==> config.mk <==
export PLATFORM = sky130hd
export DESIGN_NAME = icache
export DESIGN_NICKNAME = d
export VERILOG_FILES = /design/src/rtl/icache.sv
export SDC_FILE = /design/constraint.sdc
export NUM_CORES = 1
export LEC_CHECK = 0
export BUFFER_PORTS_ARGS = -buffer_cell sky130_fd_sc_hd__buf_4
export CAP_MARGIN = 0
export CORE_ASPECT_RATIO = 1.2
export CORE_MARGIN = 1
export CORE_UTILIZATION = 55
export DETAILED_ROUTE_END_ITERATION = 6
export GPL_TIMING_DRIVEN = 0
export PLACE_DENSITY = 0.73
export SKIP_CTS_REPAIR_TIMING = 1
export SKIP_LAST_GASP = 1
export SLEW_MARGIN = 20
export SYNTH_ARGS = -nofsm -noshare
export SYNTH_HDL_FRONTEND = slang
export SYNTH_SLANG_ARGS = --single-unit
export TNS_END_PERCENT = 10
==> constraint.sdc <==
create_clock -name clk -period 7.03 [get_ports clk]
set_clock_uncertainty 0.2 [all_clocks]
set_input_delay 0.3515 -clock clk [delete_from_list [all_inputs] [get_ports clk]]
set_output_delay 0.3515 -clock clk [all_outputs]
set_load 0.1 [all_outputs]
==> src/rtl/icache.sv <==
// Direct-mapped instruction cache with byte-serial memory refill.
// Define ICACHE_C_PREFILL_EN to also fill the slot of PC+2 from compressed refills.
module icache #(
   parameter int ADDR_WIDTH  = 32,
   parameter int INST_WIDTH  = 32,
   parameter int INDEX_WIDTH = 4,
   parameter int TAG_WIDTH   = 27
) (
   input  logic                   clk,
   input  logic                   rst_in,
   input  logic                   rdy_in,
   input  logic                   flush,
   input  logic                   if2cache_en,
   input  logic [ADDR_WIDTH-1:0]  if2cache_PC,
   output logic                   cache2if_rdy,
   output logic [INST_WIDTH-1:0]  cache2if_inst,
   output logic                   cache2if_busy,
   output logic                   cache2mem_upd_en,
   output logic [ADDR_WIDTH-1:0]  cache2mem_PC,
   input  logic                   mem2cache_upd,
   input  logic [INDEX_WIDTH-1:0] mem2cache_idx,
   input  logic [TAG_WIDTH-1:0]   mem2cache_tag,
   input  logic [ADDR_WIDTH-1:0]  mem2cache_PC,
   input  logic [INST_WIDTH-1:0]  mem2if_inst_out,
   input  logic                   is_c_inst,
   input  logic [TAG_WIDTH-1:0]   sec_inst_tag,
   input  logic [INDEX_WIDTH-1:0] sec_inst_index
);

   localparam int DEPTH = 1 << INDEX_WIDTH;

   typedef enum logic [1:0] {IDLE, MISS, RESP} state_t;

   state_t state_q, state_d;

   logic [DEPTH-1:0]      valid_q;
   logic [TAG_WIDTH-1:0]  tag_q  [DEPTH];
   logic [INST_WIDTH-1:0] data_q [DEPTH];

   logic [INDEX_WIDTH-1:0] req_idx;
   logic [TAG_WIDTH-1:0]   req_tag;
   logic                   hit;
   logic                   lookup;
   logic                   fill;

   assign req_idx = if2cache_PC[INDEX_WIDTH:1];
   assign req_tag = if2cache_PC[INDEX_WIDTH+TAG_WIDTH:INDEX_WIDTH+1];
   assign hit     = valid_q[req_idx] && (tag_q[req_idx] == req_tag);
   assign lookup  = (state_q == IDLE) && if2cache_en && !flush;
   assign fill    = (state_q == MISS) && mem2cache_upd
                    && (mem2cache_PC == cache2mem_PC);

   always_ff @(posedge clk) begin
      if (!rst_in) begin
         state_q <= IDLE;
      end else if (rdy_in) begin
         state_q <= state_d;
      end
   end

   always_comb begin
      state_d = state_q;
      if (flush) begin
         state_d = IDLE;
      end else begin
         case (state_q)
            IDLE:    if (if2cache_en) state_d = hit ? RESP : MISS;
            MISS:    if (fill) state_d = RESP;
            RESP:    state_d = IDLE;
            default: state_d = IDLE;
         endcase
      end
   end

   always_comb begin
      cache2if_rdy     = 1'b0;
      cache2if_busy    = 1'b0;
      cache2mem_upd_en = 1'b0;
      unique case (state_q)
         MISS: begin
            cache2if_busy    = 1'b1;
            cache2mem_upd_en = 1'b1;
         end
         RESP: begin
            cache2if_busy = 1'b1;
            cache2if_rdy  = 1'b1;
         end
         default: ;
      endcase
   end

   // Response word and refill PC only move on the events that own them.
   always_ff @(posedge clk) begin
      if (!rst_in) begin
         cache2if_inst <= '0;
         cache2mem_PC  <= '0;
      end else if (rdy_in) begin
         if (lookup && hit) cache2if_inst <= data_q[req_idx];
         if (fill && !flush) cache2if_inst <= mem2if_inst_out;
         if (lookup && !hit) cache2mem_PC <= if2cache_PC;
      end
   end

   always_ff @(posedge clk) begin
      if (!rst_in) begin
         valid_q <= '0;
      end else if (rdy_in && fill) begin
`ifdef ICACHE_C_PREFILL_EN
         if (is_c_inst && mem2if_inst_out[17:16] != 2'b11) begin
            valid_q[sec_inst_index] <= 1'b1;
         end
`endif
         valid_q[mem2cache_idx] <= 1'b1;
      end
   end

   // Primary write is issued last so it wins on an index collision.
   always_ff @(posedge clk) begin
      if (rst_in && rdy_in && fill) begin
`ifdef ICACHE_C_PREFILL_EN
         if (is_c_inst && mem2if_inst_out[17:16] != 2'b11) begin
            tag_q[sec_inst_index]  <= sec_inst_tag;
            data_q[sec_inst_index] <= {{(INST_WIDTH-16){1'b0}},
                                       mem2if_inst_out[31:16]};
         end
`endif
         tag_q[mem2cache_idx]  <= mem2cache_tag;
         data_q[mem2cache_idx] <= mem2if_inst_out;
      end
   end

`ifdef ICACHE_C_PREFILL_EN
   logic unused_pc0;
   assign unused_pc0 = if2cache_PC[0];
`else
   logic unused_sec;
   assign unused_sec = ^{is_c_inst, sec_inst_tag, sec_inst_index,
                         if2cache_PC[0]};
`endif

endmodule

==> results of run 1 <==
-- power groups by stage --
stage	clock [mW]	combinational [mW]	sequential (mW)
floorplan	0	0.374	6.85
global placement	0	0.714	6.80
detailed placement	0	0.738	6.80
CTS	5.12	0.744	6.67
global route	5.32	0.827	6.67
finish	5.08	0.791	6.67
-- final timing paths --
| check | from | end | slack, ps | cells past startpoint |
|---|---|---|---|---|
| setup / recovery | if2cache_PC[4] | state_q[0]$_SDFFE_PN0P_ | 2010 | 12 |
| setup reg to reg | cache2mem_PC[2]$_SDFFE_PN0P_ | tag_q[13][1]$_DFFE_PP_ | 2110 | 11 |
| hold reg to reg | valid_q[6]$_SDFFE_PN0P_ | valid_q[6]$_SDFFE_PN0P_ | 250 | 1 |
| hold / removal | mem2cache_idx[2] | data_q[3][17]$_DFFE_PP_ | 190 | 3 |
-- routing by layer --
layer	GRT usage, %	up-vias	share of wire (%)
met5	0	-	0.035
met4	10.12	6	3.1
met3	7.531	230	10
met2	48.72	1340	50
met1	38.12	11190	36
li1	-	8674	-
-- Yosys cell counts (3+ instances only) --
cell type,count
buf_1,14
a221oi_1,4
or2_2,3
or4_1,3
ha_1,3
edfxtp_1,944
xnor2_1,49
buf_2,33
a21o_1,16
nor3_1,4
nand2b_1,8
xor2_1,10
nand4_1,12
nand2_1,141
and3_1,3
buf_6,7
buf_12,4
o31a_1,3
nor2_1,24
mux2i_1,105
clkbuf_1,32
mux2_2,33
a21boi_0,3
dfxtp_1,82
nand3_1,8
a21oi_1,5
mux4_1,11
and3b_1,3
inv_1,6
o22ai_1,7
buf_4,7
mux4_2,265
o21ai_0,5
-- logic make-up after synthesis --
logic type               after synthesis  share of synthesized area (%)
multiplexers                         414                          19.10
XOR/XNOR                              59                          1.285
flip-flops                          1026                          74.59
adder cells (fa/ha/maj)                3                        0.09337
AND/OR/NAND/NOR                      224                          2.518
AO/OA/AOI/OAI                         55                         0.9865
buffers and inverters                104                          1.431
-- tightest hold or removal path: stages --
cell and delay (ps):
buf_4 110, or2_2 240, nor2_4 140
-- sequential cells by signal (all words and copies together), names as in the netlist --
register and cells:
state_q 2, cache2mem_PC 32, tag_q 432, data_q 512, valid_q 16, cache2if_inst 32
-- layout make-up --
type | instances | area share, %
Timing Repair Buffer | 350 | 8.061
Multi-Input combinational cell | 755 | 20.20
Inverter | 7 | 0.05419
Clock buffer | 123 | 5.290
Sequential cell | 1026 | 61.84
Buffer | 97 | 1.140
Tap cell | 935 | 2.413
Clock inverter | 53 | 0.9908
Antenna cell | 1 | 0.005161
-- metrics by stage --
stage,worst slack (ps),util [%]
floorplan,1388,-
global placement,-2241,59.27
detailed placement,1842,61.55
CTS,2193,65.77
global route,1993,67.07
finish,2011,67.07
==> results.json, run 1 <==
{
  "status": "finished clean",
  "dieArea_mm2": 0.07419,
  "start_util_pct": 55.62,
  "cp_num_buf_inv": 6,
  "crit_arrival_ps": 5350,
  "drt-total-wl_mm": 108.1,
  "synth_cell_types": 54,
  "power.total_mw": 12.54,
  "worst_setup_path_start_kind": "input port",
  "stdcell_area_mm2": 0.04849,
  "power.share.clock_pct": 40.5,
  "final_cell_mix": "edfxtp_1, mux4_2, buf_4",
  "power.leakage_nw": 16.34,
  "report.final.hold_viol_count": 0,
  "path_common_cell": "buf_2",
  "clk_latency_ps": 660,
  "pin_count": 232,
  "yosysTopAreaCell": "edfxtp_1",
  "finalCritPeriodShare_pct": 71.40,
  "cts_made_buffers": 96,
  "hpwl_mm": 71.59,
  "crit_path_cell_trace": "buf_2, buf_2, buf_1, buf_1, a31oi_1, xnor2_1, o2111ai_1, or4_1, o21ba_2, buf_2, a31o_2, dlygate4sd3_1",
  "switchingPower_mw": 2.715,
  "vias": 21440,
  "relSlewSlack_pct": 26.22,
  "synth_nets": 2053,
  "p_sw_share_pct": 21.64,
  "path_delay_family": "buffers and inverters",
  "worstPathRequired_ps": 7360,
  "syn-mean-instance-area_um2": 21.33,
  "track_usage_pct": 29.43,
  "fillers": 4449,
  "multi_input_area_mm2": 0.009796,
  "fin_cells": 3347,
  "grt_pass1_wl_mm": 153.2,
  "synth_cells": 1885,
  "cts_htree_levels": 3,
  "power_frac_comb_pct": 6.3,
  "slowest_delay_ps": 880,
  "die_h_um": 298.2,
  "finalMaxSlewViolations": 0,
  "ys_warn_count": 0,
  "ctsRootBufferMaster": "clkbuf_16",
  "path_class": "input port to flop",
  "syn_to_final_growth_pct": 20.60,
  "synth-seq-cells": 1026,
  "hp-class": "input port to flop",
  "tightest_slew_ps": 1107,
  "cpMaxStageDelayCell": "buf_1",
  "drtIter0Drc": 2654,
  "nNetsFinal": 2501,
  "fp.dieW_um": 248.8,
  "max-vdd-ir-drop_mv": 0.1932,
  "final_common_cell": "edfxtp_1",
  "dp_cells": 3078,
  "gr-total-overflow": 0,
  "grt_max_degree": 20,
  "fin_crit_ps": 5019,
  "fmax_ghz": 0.1992,
  "postPlaceCellArea_mm2": 0.04450,
  "setup_tns_ps": 0,
  "synth_edf_count": 944,
  "synth_top_area_share_pct": 70.50,
  "syn_area_mm2": 0.04021,
  "firstDrtPassIters": 6,
  "synthFlopType": "edfxtp_1",
  "clk_path_buf_depth": 3,
  "cts_tree": "done",
  "synthArstFlopShare_pct": 0,
  "holdWs_ps": 194.8,
  "drc": 0,
  "ys_top_cells_by_area": "edfxtp_1, mux4_2, dfxtp_1, mux2i_1, nand2_1",
  "crit_fanout": 10,
  "power.density_mw_per_mm2": 258.7,
  "regArea_mm2": 0.02999,
  "rsz0062_at_grt": "no",
  "cap_violations": 0,
  "finalSetupViolations": 0,
  "grt_pass1_vias": 21710,
  "core_area_mm2": 0.07229,
  "ys_seq_area_share_pct": 74.59,
  "vias_per_cell": 6.405,
  "intPower_mw": 9.828,
  "drtAntennaViolNets": 0,
  "antenna_found_initial": 4,
  "wl_per_cell_um": 32.30,
  "seqPwrFrac_pct": 53.2,
  "portBuffers": 196,
  "cp-end-kind": "flop",
  "rows": 108,
  "drive_gt1_share_pct": 32.14,
  "cts_sinks": 1026,
  "gp_congestion": 0.8450,
  "clk_pin_slew_ps": 60
}
(Power assumes the default switching activity.)
==> inputs of run 2 (changes only) <==
Settings changed: PLACE_DENSITY 0.73 to 0.76.
Clock period 7.03 ns to 4.2 ns, I/O delays scaled along.
==> run 2 against run 1 <==
The run now ends with negative setup slack left; non-clock buffer count rose by 36; count of clock-buffer cells in the layout rose by 16; global-route usage rose by 0.23 points; sequential share of layout area fell by 0.45 points; utilization rose by 0.50 points; hold slack got worse by 180 ps; die area did not move.
==> results.json, run 2 (synthesis gave the netlist of run 1 again) <==
{
  "setup_tns_ps": -4729,
  "start_util_pct": 55.62,
  "relSlewSlack_pct": 24.98,
  "regArea_mm2": 0.02999,
  "rows": 108,
  "wl_per_cell_um": 32.92,
  "path_class": "flop to flop",
  "pin_count": 232,
  "fmax_ghz": 0.2297,
  "syn_to_final_growth_pct": 21.50,
  "cts_htree_levels": 3,
  "largest-register": "data_q",
  "drt-total-wl_mm": 111.5,
  "power.leakage_nw": 16.58,
  "dieArea_mm2": 0.07419,
  "cts_tree": "done",
  "gp_congestion": 0.8752,
  "rsz0062_at_grt": "yes",
  "worst_setup_path_start_kind": "flop",
  "final.setup.worst_slack_ps": -154.3,
  "final_cell_mix": "edfxtp_1, mux4_2, buf_4",
  "finalMaxSlewViolations": 0,
  "ctsRootBufferMaster": "clkbuf_16",
  "vias_per_cell": 6.448,
  "drive_gt1_share_pct": 33.31,
  "antenna_found_initial": 8,
  "vias": 21850,
  "cap_violations": 0,
  "nNetsFinal": 2537,
  "finalSetupViolations": 84,
  "largest_reg_flops": 512,
  "clk_pin_slew_ps": 60,
  "hpwl_mm": 71.60,
  "finalCritPeriodShare_pct": 103.7,
  "multi_input_area_mm2": 0.009801,
  "track_usage_pct": 29.66,
  "cts_made_buffers": 96,
  "clk_latency_ps": 660,
  "fillers": 4319,
  "stdcell_area_mm2": 0.04885,
  "status": "finished with violations",
  "cp-end-kind": "flop",
  "crit_fanout": 10,
  "report.final.hold_viol_count": 0,
  "portBuffers": 196,
  "drtIter0Drc": 2841,
  "clk_path_buf_depth": 3,
  "fin_crit_ps": 4354,
  "max-vdd-ir-drop_mv": 0.3273,
  "postPlaceCellArea_mm2": 0.04450,
  "crit_arrival_ps": 4690,
  "die_h_um": 298.2,
  "final_common_cell": "edfxtp_1",
  "gr-total-overflow": 0,
  "core_area_mm2": 0.07229,
  "worstPathRequired_ps": 4540,
  "drtAntennaViolNets": 0,
  "grt_pass1_wl_mm": 153.9,
  "violations": "negative setup slack",
  "grt_pass1_vias": 22030,
  "power.density_mw_per_mm2": 433.9,
  "fp.dieW_um": 248.8,
  "tightest_slew_ps": 1117,
  "grt_max_degree": 19,
  "firstDrtPassIters": 5,
  "cts_sinks": 1026,
  "top_regs": "data_q: 512 flops, tag_q: 432 flops",
  "drc": 0,
  "hp-class": "input port to flop"
}
## run 2: cell count changes in the layout (fill, tap and decap cells not counted), moves of 3 or more
cell / before / now
buf_4: 203 / 237
buf_12: 23 / 30
clkbuf_1: 53 / 60
clkbuf_8: 4 / 9
clkinv_1: 19 / 14
buf_16: 40 / 36
clkbuf_16: 97 / 101
clkinv_8: 4 / 1
## run 2: path summary, 6_finish.rpt
kind                                     start                       endpoint  slack (ps)  cells after the start
setup / recovery  cache2mem_PC[4]$_SDFFE_PN0P_  cache2if_inst[2]$_SDFFE_PN0P_        -150                      8
hold reg to reg        valid_q[6]$_SDFFE_PN0P_        valid_q[6]$_SDFFE_PN0P_         250                      1
hold / removal                mem2cache_idx[1]         tag_q[13][2]$_DFFE_PP_          10                      4
setup reg to reg  cache2mem_PC[4]$_SDFFE_PN0P_  cache2if_inst[2]$_SDFFE_PN0P_        -150                      8
## run 2: final cells by class
cell class              count  area share, %
diodes                      3        0.01537
inverters                   7        0.05379
plain buffers              97          1.135
repair buffers            386          8.567
well taps                 935          2.395
clock buffers             139          5.650
clock inverters            40         0.7300
multi-input cells         755          20.06
flip-flops and latches   1026          61.39
## run 2: routing by layer
layer | part of all wire, % | vias up | global-route usage [%]
li1 | - | 8750 | -
met1 | 35 | 11360 | 35.95
met2 | 50 | 1420 | 49.35
met3 | 10 | 306 | 8.510
met4 | 4.5 | 14 | 13.84
met5 | 0.067 | - | 0
## run 2: worst max-delay path, stage by stage (launching register included)
cell	delay [ps]
dfxtp_1	330
xnor2_1	890
nand4_1	210
nor4_2	850
nand4b_1	650
clkbuf_1	490
mux2_2	410
nand2_1	130
mux2i_1	80
## run 2: metrics by stage
stage / setup slack, ps / util [%] / power, mW / hold slack, ps / std cells
5_1_grt: -175.6 / 67.56 / 21.66 / 19.75 / 3386
6_report: -154.3 / 67.57 / 21.19 / 10.90 / 3388
3_3_place_gp: -3098 / 59.33 / 12.57 / 227.5 / 3016
3_5_place_dp: -778.5 / 61.56 / 12.61 / 237.4 / 3079
2_1_floorplan: -508.4 / - / 12.09 / 108.9 / 1885
4_1_cts: -816.7 / 65.87 / 21.11 / -387.7 / 3258
## run 2: where the power goes
| group | leakage [nW] | switching, mW | internal [mW] | total, mW |
|---|---|---|---|---|
| sequential | 9.14 | 0.0182 | 11.1 | 11.2 |
| combinational | 5.91 | 0.784 | 0.554 | 1.34 |
| clock | 1.52 | 3.76 | 4.93 | 8.69 |
